--- config.mk ---
export PLATFORM = sky130hd
export DESIGN_NAME = rr_index_arbiter_flat
export DESIGN_NICKNAME = d
export VERILOG_FILES = /design/src/rtl/rr_index_arbiter_if.sv /design/src/rtl/rr_index_arbiter.sv /design/src/flat_wrapper.sv
export SDC_FILE = /design/constraint.sdc
export NUM_CORES = 1
export LEC_CHECK = 0
export CAP_MARGIN = 5
export CORE_MARGIN = 10
export CORE_UTILIZATION = 55
export CTS_CLUSTER_SIZE = 20
export DETAILED_ROUTE_END_ITERATION = 10
export GPL_TIMING_DRIVEN = 0
export PLACE_DENSITY = 0.77
export SLEW_MARGIN = 20
export SYNTH_ARGS = -nofsm -noshare
export SYNTH_HDL_FRONTEND = slang
export SYNTH_SLANG_ARGS = --single-unit
--- constraint.sdc ---
create_clock -name clk -period 5.24 [get_ports clk]
set_input_delay 1.048 -clock clk [delete_from_list [all_inputs] [get_ports clk]]
set_output_delay 1.048 -clock clk [all_outputs]
set_load 0.1 [all_outputs]
--- src/rtl/rr_index_arbiter_if.sv ---
// Request/grant bus between requesters, the round-robin index arbiter and the
// downstream one-hot converter. Signal names are seen from the arbiter side.
interface rr_index_arbiter_if #(
    parameter int NUM_REQ = 16,
    parameter int IDX_W   = 4
);
    logic [NUM_REQ-1:0] req_i;
    logic               gnt_ready_i;
    logic               gnt_valid_o;
    logic [IDX_W-1:0]   gnt_idx_o;
    logic               busy_o;

    modport master (
        output req_i, gnt_ready_i,
        input  gnt_valid_o, gnt_idx_o, busy_o
    );

    modport slave (
        input  req_i, gnt_ready_i,
        output gnt_valid_o, gnt_idx_o, busy_o
    );
endinterface

--- src/rtl/rr_index_arbiter.sv ---
// Round-robin arbiter: picks one requester fairly and holds its registered
// binary index with valid/ready until the consumer accepts it.
module rr_index_arbiter #(
    parameter int NUM_REQ = 16,
    parameter int IDX_W   = 4
) (
    input  logic              clk,
    input  logic              reset,
    rr_index_arbiter_if.slave bus
);
    typedef enum logic {IDLE, GRANT} state_t;

    localparam logic [IDX_W-1:0] LAST_IDX = IDX_W'(NUM_REQ - 1);

    state_t           state_q;
    logic [IDX_W-1:0] ptr_q;
    logic [IDX_W-1:0] gnt_idx_q;
    logic             gnt_valid_q;

    logic [IDX_W-1:0] ptr_d;
    logic [IDX_W-1:0] base_idx;
    logic [IDX_W-1:0] win_idx;
    logic             win_found;

    // On a transfer the search starts just past the accepted index, so the
    // same edge can issue the next grant.
    always_comb begin
        int                 cand;
        logic [NUM_REQ-1:0] req_shift;
        // NOTE: every combinational output gets a default first, so no path through the block infers a latch.
        cand      = 0;
        req_shift = '0;
        win_found = 1'b0;
        win_idx   = '0;
        ptr_d     = (gnt_idx_q == LAST_IDX) ? '0 : gnt_idx_q + IDX_W'(1);
        base_idx  = (state_q == GRANT) ? ptr_d : ptr_q;
        for (int i = 0; i < NUM_REQ; i++) begin
            cand = int'(base_idx) + i;
            if (cand >= NUM_REQ) begin
                cand = cand - NUM_REQ;
            end
            req_shift = bus.req_i >> cand;
            if (!win_found && req_shift[0]) begin
                win_found = 1'b1;
                win_idx   = IDX_W'(cand);
            end
        end
    end

    // NOTE: non-blocking assignments here so every register samples the pre-edge values.
    always_ff @(posedge clk or posedge reset) begin
        if (reset) begin
            state_q     <= IDLE;
            ptr_q       <= '0;
            gnt_idx_q   <= '0;
            gnt_valid_q <= 1'b0;
        end else begin
            case (state_q)
                IDLE: begin
                    if (win_found) begin
                        state_q     <= GRANT;
                        gnt_idx_q   <= win_idx;
                        gnt_valid_q <= 1'b1;
                    end
                end
                GRANT: begin
                    // Without ready the grant is frozen; request changes are ignored.
                    if (bus.gnt_ready_i) begin
                        ptr_q <= ptr_d;
                        if (win_found) begin
                            gnt_idx_q <= win_idx;
                        end else begin
                            state_q     <= IDLE;
                            gnt_valid_q <= 1'b0;
                        end
                    end
                end
                default: begin
                    state_q     <= IDLE;
                    gnt_valid_q <= 1'b0;
                end
            endcase
        end
    end

    assign bus.gnt_valid_o = gnt_valid_q;
    assign bus.gnt_idx_o   = gnt_idx_q;
    assign bus.busy_o      = gnt_valid_q;
endmodule

--- src/flat_wrapper.sv ---
// flat-port wrapper written by rule: the top's interface ports become plain ports
module rr_index_arbiter_flat 
#(
    parameter int NUM_REQ = 16,
    parameter int IDX_W   = 4
)
  (clk, reset, bus_req_i, bus_gnt_ready_i, bus_gnt_valid_o, bus_gnt_idx_o, bus_busy_o);
  rr_index_arbiter_if #(.NUM_REQ(NUM_REQ), .IDX_W(IDX_W)) bus_i ();
  input  logic clk;
  input  logic reset;
  input wire logic [$bits(bus_i.req_i)-1:0] bus_req_i;
  input wire logic [$bits(bus_i.gnt_ready_i)-1:0] bus_gnt_ready_i;
  output wire logic [$bits(bus_i.gnt_valid_o)-1:0] bus_gnt_valid_o;
  output wire logic [$bits(bus_i.gnt_idx_o)-1:0] bus_gnt_idx_o;
  output wire logic [$bits(bus_i.busy_o)-1:0] bus_busy_o;
  assign bus_i.req_i = bus_req_i;
  assign bus_i.gnt_ready_i = bus_gnt_ready_i;
  assign bus_gnt_valid_o = bus_i.gnt_valid_o;
  assign bus_gnt_idx_o = bus_i.gnt_idx_o;
  assign bus_busy_o = bus_i.busy_o;
  rr_index_arbiter #(.NUM_REQ(NUM_REQ), .IDX_W(IDX_W)) u_core (.clk(clk), .reset(reset), .bus(bus_i));
endmodule
# == Word level (Yosys, flattened, before mapping) ==
# Cells that the tools add are included.
# totals
register_bits,10
in_bits,19
out_inout_bits,6
elab_cells,165
# op_classes
n_addsub,32
magnitude_cmp,16
eq_ne,4
shifts,16
mux,60
n_bitwise,1
n_reduce_logical,32
# op_table
cell,count
$mux W32,16
$shr A16 B32 Y1,16
$ge A32 B6 Y1 const B,15
$sub A32 B6 Y32 const B,15
$mux W4,20
$add A4 B4 Y5 const B,8
$mux W1,21
$add A4 B3 Y5 const B,4
$logic_and A1 B1 Y1,15
$logic_not A1 Y1,15
$add A4 B2 Y5 const B,2
$pmux W4 S2,1
$sub A4 B5 Y6 const B,1
$add A4 B1 Y5 const B,1
$ge A4 B5 Y1 const B,1
$add A4 B1 Y4 const B,1
$eq A4 B4 Y1 const B,1
$ne A2 B2 Y1 const B,2
$pmux W1 S2,2
$reduce_and A3 Y1,1
$ne A2 B1 Y1 const B,1
$reduce_and A2 Y1,1
$not A1 Y1,1

# == Depth between registers and ports, before layout ==
# Gate-level depths: netlist of run 1.
# logic_depth
depth_word,55
depth_mapped,17
mapped_depth_nobuf,16

# == Least setup slack after synthesis of run 1 ==
# Ideal clock, no wire load.
# synth_timing
kind,reg-to-reg
start,"register u_core.gnt_idx_q[0], in the netlist u_core.bus.gnt_idx_o[0]"
end,"register u_core.gnt_idx_q[2], in the netlist u_core.bus.gnt_idx_o[2]"
setup_time_ps,78
t_arrival_ps,5090
t_required_ps,5162
slack_ps,72
path_stages_with_launch,17
n_path_buf,2
synth_period_minus_slack_ps,5168
path_cell_list,dfrtp_1 > ha_1 > a31oi_1 > mux2i_4 > buf_6 > ha_1 > buf_4 > inv_1 > mux4_2 > mux2i_1 > mux2i_1 > or4_4 > nor4_4 > nand2_2 > o41ai_2 > o22ai_1 > o21ai_1
# synth_via
elab_chain_len,55
word_cells_on_any_way,148
cone_classes,32 x add/sub; 16 x order compare; 1 x eq/ne; 16 x shift; 53 x mux; 30 x reduce/logical
# synth_lines
item,line_no,text
from (decl),rr_index_arbiter.sv:17,logic [IDX_W-1:0] gnt_idx_q;
from (signal assigned),rr_index_arbiter.sv:62,gnt_idx_q <= win_idx;
from (signal assigned),rr_index_arbiter.sv:71,gnt_idx_q <= win_idx;
$add A4 B1 Y4 / $eq A4 B4 Y1 (equally long branches),rr_index_arbiter.sv:35,ptr_d = (gnt_idx_q == LAST_IDX) ? '0 : gnt_idx_q + IDX_W'(1);
$mux W4 (*),rr_index_arbiter.sv:35,
$mux W4 (*),rr_index_arbiter.sv:36,base_idx = (state_q == GRANT) ? ptr_d : ptr_q;
branches (longest 49 deep; another with $sub A32 B6 Y32),--,
$mux W4 (*),"rr_index_arbiter.sv:60, rr_index_arbiter.sv:70",
$mux W4,rr_index_arbiter.sv:68,if (bus.gnt_ready_i) begin
$pmux W4 S2 (*),rr_index_arbiter.sv:58,case (state_q)
# Mark *: on every way between the ends. The select of a mux whose other input is x is not followed.
# A chain may end at the register's enable or synchronous reset.

# == Worst setup path in the final report of run 1 ==
# layout_timing
start,"register u_core.gnt_idx_q[0], in the netlist u_core.bus.gnt_idx_o[0]"
end,"register u_core.gnt_idx_q[2], in the netlist u_core.bus.gnt_idx_o[2]"
# layout_via
elab_chain_len,55
word_cells_on_any_way,148
cone_classes,32 x add/sub; 16 x order compare; 1 x eq/ne; 16 x shift; 53 x mux; 30 x reduce/logical
# layout_lines
item,line_no,text
$add A4 B1 Y4 / $eq A4 B4 Y1 (equally long branches),rr_index_arbiter.sv:35,
$mux W4 (*),rr_index_arbiter.sv:35,
net u_core.ptr_d[1],rr_index_arbiter.sv:20,logic [IDX_W-1:0] ptr_d;
$mux W4 (*),rr_index_arbiter.sv:36,
branches (longest 49 deep; another with $sub A32 B6 Y32),--,
$mux W4 (*),"rr_index_arbiter.sv:60, rr_index_arbiter.sv:70",
$mux W4,rr_index_arbiter.sv:68,
$pmux W4 S2 (*),rr_index_arbiter.sv:58,
# Mark *: on every way through the listed nets, which the timed path passes. The select of a mux whose other input is x is not followed.

==> flow_summary_export.csv, run 1 <==
group,metric,value,unit
timing,fmax,0.206,GHz
clock_tree,cts_tree,"built",
setup_path,end_kind,"flip-flop",
place,place_ws,-196,ps
setup_path,crit_buf_inv,4,
global_routing,grt_pass1_wl,13.3,mm
global_routing,grt_use_total,18.9,%
setup_path,startpoint_type,"flip-flop",
setup_path,cp_max_fo,13,
timing,fin_crit,4860,ps
job,cap_violations,0,
place,dp_cells,412,
detailed_routing,viasPerCell,6.53,
cells_and_area,final_cells,424,
detailed_routing,dr.pass1.iters,5,
detailed_routing,drt-initial-drc-count,357,
place,port-buffer-count,24,
floorplan,start_util,57.9,%
setup_path,path_delay_family,"multiplexers",
status,outcome,"completed",
logic_synthesis,syn-instance-count,321,
logic_synthesis,synth_top_family_by_area,"multiplexers",
cells_and_area,final_nets,387,
global_routing,grt_max_degree,14,
setup_path,slowest_stage,"or4_4",
floorplan,die_h,91.2,microns
logic_synthesis,synthAdderAreaFrac,4.48,%
clock_tree,htreeDepth,1,
clock_tree,hold_buffers,0,
setup_path,critical_path_class,"flip-flop to flip-flop",
logic_synthesis,synth_ff_type,"dfrtp_1",
place,hpwl,6.39,mm
cells_and_area,antenna_cells,0,
floorplan,core_area,4820,sq um
floorplan,die-area,8320,sq um
cells_and_area,multi_input_area,2400,sq um
clock_tree,clk_path_buf_depth,2,
logic_synthesis,synth_most_common_cell,"mux2i_1",
setup_path,worst_ep_required_time,5400,ps
clock_tree,cts_made_buffers,3,
min_path,hp-class,"flip-flop to flip-flop",
logic_synthesis,ys_seq_elements,10,
global_routing,grt_overflow,0,
clock_tree,clk_pin_slew_worst_paths,50,ps
setup_path,slowest_delay,590,ps
logic_synthesis,synth.top_cell.area_share,22.2,%
detailed_routing,antenna_left,0,
clock_tree,clk-insertion-delay-late,240,ps
timing,finalSetupViolations,0,
setup_path,path_cells,"ha_1 -> mux2_4 -> inv_2 -> buf_6 -> ha_1 -> buf_4 -> clkinvlp_4 -> mux4_2 -> mux2i_1 -> mux2i_1 -> or4_4 -> nor4_4 -> nand2_2 -> o41ai_2 -> o22ai_1 -> o21ai_1",
floorplan,ios,25,
place,gp_congestion,0.978,
detailed_routing,drc,0,
logic_synthesis,syn_area,2790,sq um
global_routing,grt_antenna_before_repair,0,
clock_tree,cts_root_buf,"clkbuf_8",
logic_synthesis,muxShareOfSynthArea,36.1,%
detailed_routing,vias,2769,
cells_and_area,nFillCells,422,
logic_synthesis,yosysTopAreaCell,"mux2i_1",
timing,rsz0062_at_grt,"no",
floorplan,die_x,91.2,microns
logic_synthesis,synth_area_per_cell,8.69,sq um
cells_and_area,seq_area,250,sq um
logic_synthesis,synth_common_cells,"62 x mux2i_1, 29 x nor2_1, 25 x nand2_1",
global_routing,grt_pass1_vias,2611,
timing,relSlewSlack,34.4,%
logic_synthesis,ys_async_sr_fraction,100,%
logic_synthesis,synth_warnings,0,
cells_and_area,syn_to_final_growth,16.8,%
setup_path,cp_data_arrival_time,5020,ps
logic_synthesis,netlist_top_cells_area,"mux2i_1 22%, dfrtp_1 9.0%, mux4_2 8.9%",
clock_tree,clock-sinks,10,
timing,setup_ws,377,ps
logic_synthesis,synth_compound_area_share,18.4,%
timing,hold_viol,0,
timing,finClkSkew,1.44,ps
timing,worst_pin_slew,981,ps
timing,post-route-period-util,92.8,%
cells_and_area,drive_gt1_share,22.1,%
logic_synthesis,syn_nets,350,
detailed_routing,post_drt_wl_per_cell,19.6,microns
logic_synthesis,ys_types,68,
logic_synthesis,synth_xor_area_share,5.02,%
timing,slew_viol_final,0,
logic_synthesis,synth_seq_area_share,8.97,%
floorplan,rows,25,
logic_synthesis,synth-edff-count,0,
detailed_routing,drt-total-wl,8.31,mm
logic_synthesis,synthSimpleGateAreaFrac,21.2,%
per-layer routing:
metal	wire length (microns)	GRT usage, %	vias up
met5	0	0	-
li1	-	-	1300
met1	3870	25.3	1343
met3	407	3.46	18
met4	211	3.79	0
met2	3820	30.8	108
placed cells by master (no fill, tap or decap), types with 9 or more instances in the layout:
cell type / Yosys / routed
mux2i_1: 62 / 59
mux2_2: 9 / 9
nor3_1: 9 / 9
buf_4: 3 / 11
clkdlybuf4s50_1: 0 / 24
nor2_1: 29 / 29
nand2_1: 25 / 25
ha_1: 10 / 10
mux4_2: 11 / 11
a21oi_1: 16 / 16
o21ai_0: 13 / 13
dfrtp_1: 10 / 10
cell type report:
class	instances	share of cell area, %
plain buffers	13	3.49
repair buffers	32	9.21
multi-input cells	286	73.7
well taps	67	2.57
flip-flops and latches	10	7.68
inverters	12	1.61
clock buffers	4	1.69
final timing paths:
path / start / to / slack (ps) / cells past startpoint
worst max-delay path: u_core.bus.gnt_idx_o[0] / u_core.bus.gnt_idx_o[2] / 380 / 16
worst min-delay path: u_core.ptr_q[2] / u_core.ptr_q[2] / 490 / 2
worst max register to register: u_core.bus.gnt_idx_o[0] / u_core.bus.gnt_idx_o[2] / 380 / 16
worst min register to register: u_core.ptr_q[2] / u_core.ptr_q[2] / 490 / 2
max in group asynchronous: reset / u_core.bus.gnt_idx_o[1] / 3840 / 2
min in group asynchronous: reset / u_core.ptr_q[3] / 1100 / 2
what timing repair did:
action | in CTS | in global routing
endpoints found under the setup margin | 4 | 5
endpoints found under the hold margin | 0 | 0
resized for setup | 2 | 4
buffers inserted | 2 | 6
pin swaps | 1 | 1
worst register-to-register path, delay by kind of cell (launching register included):
kind | cells | cell delay (ps)
buf+inv | 4 | 740
fa+ha+maj | 2 | 610
simple gates | 3 | 1010
mux | 4 | 1320
flops | 1 | 450
compound gates | 3 | 660
registers in the layout, indices dropped and copies added, names as in the netlist:
register,flops
u_core.bus.busy_o,1
u_core.bus.gnt_idx_o,4
u_core.ptr_q,4
u_core.state_q,1
kinds of logic (layout without fill, tap and decap cells):
logic type,Yosys count,count (layout)
XOR/XNOR,10,10
AND/OR/NAND/NOR,109,109
multiplexers,84,84
AO/OA/AOI/OAI,73,73
adder cells (fa/ha/maj),10,10
buffers and inverters,25,61
flip-flops,10,10
per-stage QoR:
step | instance area, sq um | utilization [%] | hold slack (ps) | TNS [ps]
4_1_cts | 3190 | 66.3 | 494 | 0
2_1_floorplan | 2790 | - | 451 | 0
3_5_place_dp | 3110 | 64.6 | 481 | -315
5_1_grt | 3260 | 67.7 | 520 | 0
3_3_place_gp | 3110 | 64.6 | 466 | -82.7
6_report | 3260 | 67.7 | 493 | 0
Power of run 1 is left out: the tool's default activity adds up to more than one toggle a clock period on the data nets, which glitch-free logic cannot reach.
==> run 2, diff against run 1 <==
--- a/config.mk
+++ b/config.mk
@@ -5,13 +5,14 @@
 export SDC_FILE = /design/constraint.sdc
 export NUM_CORES = 1
 export LEC_CHECK = 0
-export CAP_MARGIN = 5
+export CAP_MARGIN = 30
 export CORE_MARGIN = 10
 export CORE_UTILIZATION = 55
 export CTS_CLUSTER_SIZE = 20
 export DETAILED_ROUTE_END_ITERATION = 10
 export GPL_TIMING_DRIVEN = 0
 export PLACE_DENSITY = 0.77
+export REMOVE_ABC_BUFFERS = 1
 export SLEW_MARGIN = 20
 export SYNTH_ARGS = -nofsm -noshare
 export SYNTH_HDL_FRONTEND = slang
==> flow_summary_export.csv, run 2 (synthesis gave the netlist of run 1 again) <==
group,metric,value,unit
status,outcome,"completed",
detailed_routing,post_drt_wl_per_cell,19.1,microns
job,cap_violations,0,
cells_and_area,finish.utilization,65.0,%
place,dp_cells,399,
timing,relSlewSlack,35.1,%
global_routing,grt_use_total,18.0,%
clock_tree,cts_root_buf,"clkbuf_8",
detailed_routing,dr.pass1.iters,5,
setup_path,worst_ep_required_time,5400,ps
cells_and_area,final_cells,409,
floorplan,die_h,91.2,microns
timing,tns,0,ps
timing,post-route-period-util,93.2,%
global_routing,grt_pass1_vias,2564,
cells_and_area,syn_to_final_growth,12.3,%
floorplan,die-area,8320,sq um
floorplan,die_x,91.2,microns
global_routing,grt_max_degree,19,
timing,worst_pin_slew,970,ps
timing,finalSetupViolations,0,
clock_tree,clk-insertion-delay-late,240,ps
clock_tree,clk_pin_slew_worst_paths,50,ps
place,hpwl,5.96,mm
floorplan,ios,25,
cells_and_area,mostFrequentLayoutCells,"60 x mux2i_1, 29 x nor2_1, 25 x nand2_1",
floorplan,start_util,57.9,%
detailed_routing,viasPerCell,6.68,
clock_tree,clock-sinks,10,
detailed_routing,drc,0,
detailed_routing,drt-initial-drc-count,262,
detailed_routing,antenna_left,0,
setup_path,end_kind,"flip-flop",
timing,finClkSkew,3.52,ps
clock_tree,htreeDepth,1,
place,port-buffer-count,24,
clock_tree,cts_tree,"built",
timing,rsz0062_at_grt,"no",
timing,hold_viol,0,
setup_path,cp_data_arrival_time,5050,ps
setup_path,startpoint_type,"flip-flop",
place,dpl_cell_area,3000,sq um
cells_and_area,drive_gt1_share,19.0,%
min_path,hp-class,"flip-flop to flip-flop",
detailed_routing,drt-total-wl,7.83,mm
timing,slew_viol_final,0,
clock_tree,clk_path_buf_depth,2,
cells_and_area,antenna_cells,0,
timing,fmax,0.205,GHz
global_routing,grt_overflow,0,
floorplan,core_area,4820,sq um
global_routing,grt_pass1_wl,12.8,mm
cells_and_area,final_nets,372,
setup_path,cp_max_fo,15,
setup_path,critical_path_class,"flip-flop to flip-flop",
clock_tree,cts_made_buffers,3,
cells_and_area,final_common_cell,"mux2i_1",
floorplan,rows,25,
cells_and_area,nFillCells,438,
cells_and_area,final_area,3130,sq um
timing,fin_crit,4880,ps
global_routing,grt_antenna_before_repair,0,
place,gp_congestion,0.969,
detailed_routing,vias,2732,
## run 2: area by class of cell
class / count / area, sq um / share of cell area, %
multi-input combinational: 286 / 2400 / 76.7
tap: 67 / 83.8 / 2.68
sequential: 10 / 250 / 7.99
timing repair buffer: 30 / 285 / 9.11
inverter: 12 / 55.1 / 1.76
clock buffer: 4 / 55.1 / 1.76
## run 2: metrics by stage
step | setup slack (ps) | hold slack [ps]
final | 356 | 488
after global routing | 29.9 | 535
after detailed placement | -300 | 482
after CTS | 134 | 493
after floorplan | 25.8 | 451
after global placement | -224 | 464
## run 2: timing repair
action	4_1_cts	5_1_grt
setup endpoints to repair	5	5
buffers inserted	0	6
gates resized for setup	4	3
hold buffers	0	0
pin swaps	0	2
## run 2: path summary, 6_finish.rpt
check	start	to	slack, ps	depth (start not counted)
setup / recovery	u_core.bus.gnt_idx_o[0]	u_core.bus.gnt_idx_o[2]	360	15
hold / removal	u_core.ptr_q[2]	u_core.ptr_q[2]	490	2
setup reg to reg	u_core.bus.gnt_idx_o[0]	u_core.bus.gnt_idx_o[2]	360	15
hold reg to reg	u_core.ptr_q[2]	u_core.ptr_q[2]	490	2
max in group asynchronous	reset	u_core.bus.gnt_idx_o[3]	3880	2
min in group asynchronous	reset	u_core.ptr_q[1]	1080	2
## run 2: critical path, cell delays in order (launching register included)
cell      delay, ps
dfrtp_1         430
ha_1            270
xnor2_1         230
a21o_4          320
clkinv_2        290
ha_1            340
a221oi_1        270
o311a_1         380
mux4_2          610
or4_4           520
nor4_4          270
buf_4           200
nand2_2          90
o41ai_2         350
o22ai_1         120
o21ai_1          90
## run 2: per-layer routing
metal | wire [microns] | track usage (%)
met1 | 3310 | 22.3
met2 | 3740 | 31.4
met3 | 653 | 2.96
met4 | 115 | 4.44
met5 | 0 | 0
Power of run 2 is left out for the same reason.
==> run 3, diff against run 2 <==
--- a/config.mk
+++ b/config.mk
@@ -6,7 +6,7 @@
 export NUM_CORES = 1
 export LEC_CHECK = 0
 export CAP_MARGIN = 30
-export CORE_MARGIN = 10
+export CORE_MARGIN = 2
 export CORE_UTILIZATION = 55
 export CTS_CLUSTER_SIZE = 20
 export DETAILED_ROUTE_END_ITERATION = 10
==> flow_summary_export.csv, run 3 (synthesis gave the netlist of run 1 again) <==
group,metric,value,unit
setup_path,r2r_cells,15,
place,dpl_cell_area,3000,sq um
floorplan,core_area,4820,sq um
timing,hold_viol,0,
place,port-buffer-count,24,
setup_path,worst_ep_required_time,5400,ps
floorplan,ios,25,
detailed_routing,dr.pass1.iters,7,
global_routing,grt_max_degree,19,
status,outcome,"completed",
detailed_routing,drt-initial-drc-count,176,
cells_and_area,syn_to_final_growth,12.1,%
clock_tree,clock-sinks,10,
setup_path,critPathMostFrequentCell,"ha_1",
floorplan,die_x,75.2,microns
timing,relSlewSlack,35.5,%
cells_and_area,final_nets,371,
clock_tree,cts_tree,"built",
setup_path,cp_data_arrival_time,5100,ps
setup_path,r2r_slack,300,ps
clock_tree,hold_buffers,0,
floorplan,die-area,5660,sq um
clock_tree,clk_path_buf_depth,2,
setup_path,worstSetupStartpoint,"u_core.bus.gnt_idx_o[0]",
clock_tree,cts_made_buffers,3,
global_routing,grt_overflow,0,
cells_and_area,seq_area,251,sq um
place,hpwl,5.84,mm
cells_and_area,final_area,3130,sq um
setup_path,endpoint,"u_core.bus.gnt_idx_o[2]",
global_routing,grt_antenna_before_repair,0,
setup_path,critical_path_class,"flip-flop to flip-flop",
timing,post-route-period-util,94.4,%
timing,finalSetupViolations,0,
clock_tree,cts_root_buf,"clkbuf_8",
setup_path,cp_max_fo,15,
cells_and_area,drive_gt1_share,19.1,%
min_path,hp-class,"flip-flop to flip-flop",
global_routing,grt_pass1_wl,11.9,mm
setup_path,r2r-end,"u_core.bus.gnt_idx_o[2]",
cells_and_area,nFillCells,435,
setup_path,path_cells,"ha_1 -> xnor2_1 -> a21o_4 -> clkinv_2 -> ha_1 -> a221oi_1 -> o311a_1 -> mux4_2 -> or4_4 -> nor4_4 -> buf_4 -> nand2_2 -> o41ai_2 -> o22ai_1 -> o21ai_1",
detailed_routing,vias,2729,
timing,rsz0062_at_grt,"no",
setup_path,startpoint_type,"flip-flop",
floorplan,die_h,75.2,microns
place,gp_congestion,0.989,
job,cap_violations,0,
setup_path,end_kind,"flip-flop",
global_routing,grt_use_total,27.2,%
clock_tree,clk_pin_slew_worst_paths,50,ps
floorplan,rows,25,
clock_tree,clk-insertion-delay-late,240,ps
global_routing,grt_pass1_vias,2408,
timing,fin_crit,4940,ps
timing,fmax,0.202,GHz
setup_path,slowest_delay,610,ps
floorplan,start_util,57.9,%
timing,slew_viol_final,0,
detailed_routing,antenna_left,0,
setup_path,r2r_start,"u_core.bus.gnt_idx_o[0]",
detailed_routing,post_drt_wl_per_cell,19.3,microns
timing,worst_pin_slew,964,ps
detailed_routing,drc,0,
cells_and_area,multi_input_area,2410,sq um
cells_and_area,final_common_cell,"mux2i_1",
setup_path,slowest_stage,"mux4_2",
detailed_routing,drt-total-wl,7.87,mm
clock_tree,htreeDepth,1,
detailed_routing,viasPerCell,6.69,
timing,finClkSkew,4.67,ps
cells_and_area,antenna_cells,0,
cells_and_area,mostFrequentLayoutCells,"60 x mux2i_1, 28 x nor2_1, 25 x nand2_1",
[run 3: changes by cell type in the layout (fill, tap and decap cells not counted), sizes merged]
cell	delta
nand4	+1
buf	-2
[run 3: final cells by class]
class	instances	share of cell area [%]
flip-flops and latches	10	8.04
repair buffers	28	8.64
inverters	12	1.76
multi-input cells	287	77.1
clock buffers	4	1.76
well taps	67	2.68
[run 3: how the worst min path moves through the flow]
| stage | start | endpoint | slack (ps) | cells past startpoint |
|---|---|---|---|---|
| floorplan | u_core.ptr_q[2] | u_core.ptr_q[2] | 450 | 2 |
| global placement | u_core.ptr_q[2] | u_core.ptr_q[2] | 470 | 2 |
| detailed placement | u_core.ptr_q[2] | u_core.ptr_q[2] | 490 | 2 |
| CTS | u_core.ptr_q[2] | u_core.ptr_q[2] | 500 | 2 |
| global route | u_core.ptr_q[1] | u_core.ptr_q[1] | 540 | 1 |
| finish | u_core.ptr_q[1] | u_core.ptr_q[1] | 510 | 1 |
[run 3: critical path, delay by kind of cell, from the launching register on]
kind | cells | cell delay (ps)
AO/OA/AOI/OAI | 6 | 1580
XOR/XNOR | 1 | 240
adder cells (fa/ha/maj) | 2 | 610
buffers and inverters | 2 | 500
flip-flops | 1 | 430
multiplexers | 1 | 610
AND/OR/NAND/NOR | 3 | 890
[run 3: metrics by stage]
stage	worst slack, ps	util [%]	setup TNS (ps)	hold WS, ps	cells
floorplan	25.8	-	0	451	308
global placement	-218	62.3	-699	469	399
detailed placement	-316	62.3	-1160	486	399
CTS	80.6	63.8	0	499	403
global route	42.1	64.9	0	540	408
finish	295	64.9	0	509	408
[run 3: metal layers]
layer	global-route usage [%]	routed length [microns]
met5	0	0
met2	50.7	3890
met1	36.1	3270
met4	2.73	45
met3	1.20	661
[run 3: what timing repair did]
action | CTS | global route
pin swaps | 0 | 2
endpoints found under the setup margin | 5 | 5
setup buffers | 0 | 4
gates cloned | 0 | 1
gates resized for setup | 3 | 7
Power of run 3 is left out for the same reason.
